File: src/rtl/ps2_pkg.sv
`default_nettype none
// ============================================================================
// Module   : ps2_pkg
// Purpose  : Shared PS/2 constants: FSM encoding, default timings, parity.
// Revision : 1.0 - initial release
// ============================================================================
package ps2_pkg;

    typedef logic [2:0] ps2_state_t;

    localparam ps2_state_t c_ST_IDLE      = 3'd0;
    localparam ps2_state_t c_ST_INHIBIT   = 3'd1;
    localparam ps2_state_t c_ST_RTS       = 3'd2;
    localparam ps2_state_t c_ST_ACK       = 3'd3;
    localparam ps2_state_t c_ST_WAIT_IDLE = 3'd4;

    // Defaults assume clk of about 21.48 MHz.
    localparam int c_INHIBIT_CYCLES = 2600;
    localparam int c_TIMEOUT_CYCLES = 330000;

    function automatic logic odd_parity(input logic [7:0] b);
        return ~^b;
    endfunction

endpackage
`default_nettype wire

File: src/rtl/ps2_line_sync.sv
`default_nettype none
// ============================================================================
// Module   : ps2_line_sync
// Purpose  : Multi-stage synchronizer for one PS/2 line plus falling-edge flag.
// Revision : 1.0 - initial release
// ============================================================================
module ps2_line_sync #(
    parameter int SYNC_STAGES = 2
) (
    input  logic clk,
    input  logic reset,
    input  logic i_line,
    output logic o_level,
    output logic o_fall
);

    logic [SYNC_STAGES-1:0] r_sync;
    logic                   r_prev;

    generate
        if (SYNC_STAGES > 1) begin : g_chain
            always_ff @(posedge clk) begin
                if (reset) begin
                    r_sync <= '1;
                end else begin
                    r_sync <= {r_sync[SYNC_STAGES-2:0], i_line};
                end
            end
        end else begin : g_single
            always_ff @(posedge clk) begin
                if (reset) begin
                    r_sync <= '1;
                end else begin
                    r_sync <= i_line;
                end
            end
        end
    endgenerate

    always_ff @(posedge clk) begin
        if (reset) begin
            r_prev <= 1'b1;
        end else begin
            r_prev <= r_sync[SYNC_STAGES-1];
        end
    end

    assign o_level = r_sync[SYNC_STAGES-1];
    assign o_fall  = r_prev & ~r_sync[SYNC_STAGES-1];

endmodule
`default_nettype wire

File: src/rtl/ps2_host_tx.sv
`default_nettype none
// ============================================================================
// Module   : ps2_host_tx
// Purpose  : Host-to-device PS/2 byte transmitter on open-drain clk/data lines.
//            Optional PS2_HOST_TX_RETRY_EN: up to two automatic re-sends.
// Revision : 1.0 - initial release
// ============================================================================
module ps2_host_tx
    import ps2_pkg::*;
#(
    parameter int INHIBIT_CYCLES = c_INHIBIT_CYCLES,
    parameter int TIMEOUT_CYCLES = c_TIMEOUT_CYCLES,
    parameter int SYNC_STAGES    = 2
) (
    input  logic       clk,
    input  logic       reset,
    input  logic [7:0] tx_data,
    input  logic       tx_valid,
    output logic       tx_ready,
    input  logic       ps2_clk_i,
    input  logic       ps2_data_i,
    output logic       ps2_clk_oe,
    output logic       ps2_data_oe,
    output logic       busy,
    output logic       done,
    output logic       error
);

    localparam int c_TMAX = (INHIBIT_CYCLES > TIMEOUT_CYCLES) ? INHIBIT_CYCLES : TIMEOUT_CYCLES;
    localparam int c_TW   = $clog2(c_TMAX + 1);
    localparam logic [c_TW-1:0] c_INH_LOAD = c_TW'(INHIBIT_CYCLES - 1);
    localparam logic [c_TW-1:0] c_TO_LOAD  = c_TW'(TIMEOUT_CYCLES - 1);

    ps2_state_t      r_state;
    logic [8:0]      r_shift;
    logic [3:0]      r_bitcnt;
    logic [c_TW-1:0] r_timer;
    logic            r_nack;
    logic            r_clk_oe;
    logic            r_data_oe;
    logic            r_done;
    logic            r_error;
`ifdef PS2_HOST_TX_RETRY_EN
    logic [8:0]      r_frame;
    logic [1:0]      r_retry;
`endif

    logic w_clk_level;
    logic w_clk_fall;
    logic w_data_level;
    logic w_data_fall;
    logic w_unused;
    logic w_bus_idle;
    logic w_wait_end;
    logic w_timeout;
    logic w_fail;
    logic w_ok;

    ps2_line_sync #(.SYNC_STAGES(SYNC_STAGES)) u_clk_sync (
        .clk     (clk),
        .reset   (reset),
        .i_line  (ps2_clk_i),
        .o_level (w_clk_level),
        .o_fall  (w_clk_fall)
    );

    ps2_line_sync #(.SYNC_STAGES(SYNC_STAGES)) u_data_sync (
        .clk     (clk),
        .reset   (reset),
        .i_line  (ps2_data_i),
        .o_level (w_data_level),
        .o_fall  (w_data_fall)
    );

    assign w_unused   = w_data_fall;
    assign w_bus_idle = w_clk_level & w_data_level;
    assign w_wait_end = (r_state == c_ST_WAIT_IDLE) & w_bus_idle;

    // A clock fall in the expiry cycle still counts as progress.
    always_comb begin
        w_timeout = 1'b0;
        case (r_state)
            c_ST_RTS, c_ST_ACK: w_timeout = ~w_clk_fall & (r_timer == '0);
            c_ST_WAIT_IDLE:     w_timeout = ~w_bus_idle & (r_timer == '0);
            default:            w_timeout = 1'b0;
        endcase
    end

    assign w_fail = w_timeout | (w_wait_end & r_nack);
    assign w_ok   = w_wait_end & ~r_nack;

    always_ff @(posedge clk) begin
        if (reset) begin
            r_state   <= c_ST_IDLE;
            r_shift   <= '0;
            r_bitcnt  <= '0;
            r_timer   <= '0;
            r_nack    <= 1'b0;
            r_clk_oe  <= 1'b0;
            r_data_oe <= 1'b0;
            r_done    <= 1'b0;
            r_error   <= 1'b0;
`ifdef PS2_HOST_TX_RETRY_EN
            r_frame   <= '0;
            r_retry   <= '0;
`endif
        end else begin
            r_done  <= 1'b0;
            r_error <= 1'b0;
            if (w_fail) begin
                r_clk_oe  <= 1'b0;
                r_data_oe <= 1'b0;
                r_nack    <= 1'b0;
                r_bitcnt  <= '0;
`ifdef PS2_HOST_TX_RETRY_EN
                if (r_retry != 2'd2) begin
                    r_retry  <= r_retry + 2'd1;
                    r_shift  <= r_frame;
                    r_clk_oe <= 1'b1;
                    r_timer  <= c_INH_LOAD;
                    r_state  <= c_ST_INHIBIT;
                end else
`endif
                begin
                    r_error <= 1'b1;
                    r_state <= c_ST_IDLE;
                end
            end else if (w_ok) begin
                r_done  <= 1'b1;
                r_state <= c_ST_IDLE;
            end else begin
                case (r_state)
                    c_ST_IDLE: begin
                        if (tx_valid) begin
                            r_shift   <= {odd_parity(tx_data), tx_data};
`ifdef PS2_HOST_TX_RETRY_EN
                            r_frame   <= {odd_parity(tx_data), tx_data};
                            r_retry   <= '0;
`endif
                            r_bitcnt  <= '0;
                            r_nack    <= 1'b0;
                            r_clk_oe  <= 1'b1;
                            r_data_oe <= 1'b0;
                            r_timer   <= c_INH_LOAD;
                            r_state   <= c_ST_INHIBIT;
                        end
                    end
                    c_ST_INHIBIT: begin
                        // Start bit goes low while the clock is still held.
                        if (r_timer == c_TW'(1)) begin
                            r_data_oe <= 1'b1;
                        end
                        if (r_timer == '0) begin
                            r_data_oe <= 1'b1;
                            r_clk_oe  <= 1'b0;
                            r_timer   <= c_TO_LOAD;
                            r_state   <= c_ST_RTS;
                        end else begin
                            r_timer <= r_timer - 1'b1;
                        end
                    end
                    c_ST_RTS: begin
                        if (w_clk_fall) begin
                            r_timer  <= c_TO_LOAD;
                            r_bitcnt <= r_bitcnt + 4'd1;
                            if (r_bitcnt == 4'd9) begin
                                r_data_oe <= 1'b0;
                                r_state   <= c_ST_ACK;
                            end else begin
                                r_data_oe <= ~r_shift[0];
                                r_shift   <= r_shift >> 1;
                            end
                        end else begin
                            r_timer <= r_timer - 1'b1;
                        end
                    end
                    c_ST_ACK: begin
                        if (w_clk_fall) begin
                            r_nack  <= w_data_level;
                            r_timer <= c_TO_LOAD;
                            r_state <= c_ST_WAIT_IDLE;
                        end else begin
                            r_timer <= r_timer - 1'b1;
                        end
                    end
                    c_ST_WAIT_IDLE: begin
                        r_timer <= r_timer - 1'b1;
                    end
                    default: begin
                        r_clk_oe  <= 1'b0;
                        r_data_oe <= 1'b0;
                        r_state   <= c_ST_IDLE;
                    end
                endcase
            end
        end
    end

    assign tx_ready    = (r_state == c_ST_IDLE);
    assign busy        = (r_state != c_ST_IDLE);
    assign ps2_clk_oe  = r_clk_oe;
    assign ps2_data_oe = r_data_oe;
    assign done        = r_done;
    assign error       = r_error;

endmodule
`default_nettype wire
File: config.mk
export PLATFORM = sky130hd
export DESIGN_NAME = ps2_host_tx
export DESIGN_NICKNAME = d
export VERILOG_FILES = /design/src/rtl/ps2_pkg.sv /design/src/rtl/ps2_line_sync.sv /design/src/rtl/ps2_host_tx.sv
export SDC_FILE = /design/constraint.sdc
export NUM_CORES = 1
export LEC_CHECK = 0
export CAP_MARGIN = 20
export CORE_ASPECT_RATIO = 1.4
export CORE_MARGIN = 2
export CORE_UTILIZATION = 56
export DETAILED_ROUTE_END_ITERATION = 12
export GPL_ROUTABILITY_DRIVEN = 0
export MAX_ROUTING_LAYER = met4
export PLACE_DENSITY = 0.86
export SLEW_MARGIN = 20
export SYNTH_ARGS = -nofsm -noshare
export SYNTH_HDL_FRONTEND = slang
export SYNTH_HIERARCHICAL = 1
export SYNTH_SLANG_ARGS = --single-unit
File: constraint.sdc
create_clock -name clk -period 2.95 [get_ports clk]
set_input_delay 0.59 -clock clk [delete_from_list [all_inputs] [get_ports clk]]
set_output_delay 0.59 -clock clk [all_outputs]
set_load 0.01 [all_outputs]
==> impl_metrics.toml <==
[worst_setup_path]
crit_slowest_cell = "dfxtp_1"
timing.rr.start = "r_state[2]$_SDFFE_PP0P_"
worst-path-stages = 5
critPathArrivalTime_ps = 2750
cp.buffers_inverters = 0
cp_top_family = "compound AO/OA/AOI/OAI gates"
slowest_delay_ps = 690
path_cells = "nor3b_1, o211ai_1, o21ai_4, nor4_1, a2111oi_2"
worstPathRequired_ps = 3150
reg2reg_depth = 5
crit_type = "reg -> reg"
r2r-end = "r_timer[8]$_SDFFE_PP0P_"
cp_max_fo = 17
critPathCaptureType = "register"
ff2ff_setup_slack_ps = 400
critPathLaunchType = "register"

[routing]
wl_met3_um = 186
post-route-drc-count = 0
drtIter0Drc = 109
dr.max_layer_used = "met4"
drt_first_pass_iters = 4
wl_um = 5569
wire_per_inst_um = 14.77
num_vias = 2258
ant_nets = 0
drt-met1-wl_um = 2222
routed-wl-met2_um = 3012
viasPerCell = 5.989

[timing]
tns_ps = 0
clock_skew_ps = 5.307
max_clock_freq_mhz = 392.4
setup_slack_ps = 401.4
slew_headroom_pct = 51.22
min_period_over_period_pct = 86.39
period_minus_slack_ps = 2549
hold_viol_final = 0
worst_pin_slew_ps = 729.0
drv_slew = 0
rsz0062_at_grt = "false"
finalSetupViolCount = 0

[worst_hold_path]
min_path_type = "reg -> reg"
holdPathEnd = "u_clk_sync/r_sync[1]$_SDFF_PP1_"
holdPathStages = 1
min_from = "u_clk_sync/r_sync[0]$_SDFF_PP1_"

[finish]
n_fill_cell = 341
num_antenna_cells = 0
drive_above_1_share_pct = 9.464
area_growth_pct = 14.19
fin_area_um2 = 2829
nets = 334
fin_util_pct = 66.74

[cts]
cts_resized = 0
cts_root_buf = "clkbuf_8"
path_clk_slew_ps = 80
h-tree-depth = 2
cts_hold_repair.buffers = 0
cts_made_buffers = 5
clkSinkCount = 45
clk_path_buf_depth = 2
cts_tree = "done"
insertion_delay_ps = 300
post-cts-setup-buffer-count = 0

[placed_design]
place_ws_ps = 291.6
post-dp-hpwl_um = 4102
port_buffers = 18
postPlaceCellArea_um2 = 2728

[pwr]
netSwitchingPower_mw = 0.4958
cellLeakagePower_nw = 1.015
sw_frac_of_total_pct = 32.15
power.internal_mw = 1.046
power_mw = 1.542
p_seq_share_pct = 45.2
p_per_area_nw_per_um2 = 545.2
ir_drop_uv = 383.6
pwr-share-clk_pct = 27.1
combPwrFrac_pct = 27.7

[die]
core_area_um2 = 4239
pin_count = 19
die_area_um2 = 4980
rows = 28
fp.dieW_um = 60.22
die_h_um = 82.70
start_util_pct = 58.44

[global_routing]
grt.total_usage_pct = 25.96
grt_pass1_vias = 2188
grt_pass1_wl_um = 9556
grt_max_degree = 18
antenna_found_initial = 0
overflow = 0

[logic_synthesis]
ys_warn_count = 6
syn_area_um2 = 2477
synthCells = 296
avgSynthCellArea_um2 = 8.370
synthesis.nets = 314

[flow_run]
max_cap_viol_count = 0

[outcome]
status = "finished clean"
layout make-up:
class	count	area [µm²]	share of cell area, %
clock inverter	1	5.005	0.1769
sequential	45	900.9	31.84
inverter	12	45.04	1.592
tap	60	75.07	2.654
clock buffer	7	96.34	3.406
timing repair buffer	26	240.2	8.492
multi-input combinational	226	1466	51.84
flip-flops by register name (all words and copies together), names as in the netlist:
register	cells
error	1
r_timer	19
u_clk_sync/r_sync	2
r_bitcnt	4
ps2_data_oe	1
r_state	3
r_nack	1
u_clk_sync/r_prev	1
r_shift	9
ps2_clk_oe	1
done	1
u_data_sync/r_sync	2
per-layer routing:
layer  vias to the layer above  GRT usage (%)
li1                       1141              -
met4                         0          13.11
met1                      1048          27.42
met3                        17          4.050
met5                         -              -
met2                        52          45.87
power groups by stage:
stage / Clock [mW] / Combinational (mW) / Sequential [mW]
global placement: 0 / 0.412 / 0.707
CTS: 0.428 / 0.425 / 0.695
floorplan: 0 / 0.320 / 0.694
finish: 0.418 / 0.427 / 0.697
global route: 0.449 / 0.479 / 0.701
detailed placement: 0 / 0.422 / 0.709
worst max-delay path by stage:
stage / slack (ps) / from / endpoint
final: 400 / r_state[2]$_SDFFE_PP0P_ / r_timer[8]$_SDFFE_PP0P_
after floorplan: 780 / r_timer[13]$_SDFFE_PP0P_ / r_timer[8]$_SDFFE_PP0P_
after CTS: 430 / r_state[2]$_SDFFE_PP0P_ / r_timer[8]$_SDFFE_PP0P_
after detailed placement: 290 / tx_valid / r_timer[10]$_SDFFE_PP0P_
after global placement: 360 / tx_valid / r_timer[10]$_SDFFE_PP0P_
after global routing: 190 / r_state[2]$_SDFFE_PP0P_ / r_timer[8]$_SDFFE_PP0P_
worst reg2reg max path: stages (launching register included):
cell	delay (ps)
dfxtp_1	690
nor3b_1	560
o211ai_1	320
o21ai_4	420
nor4_1	140
a2111oi_2	330
through the flow:
step / hold WS, ps / instances
global route: 460.3 / 377
floorplan: 385.4 / 296
detailed placement: 399.0 / 369
CTS: 421.0 / 377
finish: 418.5 / 377
global placement: 386.2 / 369
cell usage in the layout, fill, tap and decap left out, drive strengths merged, types with 5 or more instances in the layout:
cell type	n
nor3	17
o21ai	14
nor4	6
or3	11
inv	12
a211oi	10
clkdlybuf4s50	18
buf	8
or4	7
a21oi	23
nor2	28
or2	10
dfxtp	45
ha	5
clkbuf	7
mux2i	9
xnor2	7
nand2	16
nand3	6
Note: power is estimated with default switching activity, not from simulation.
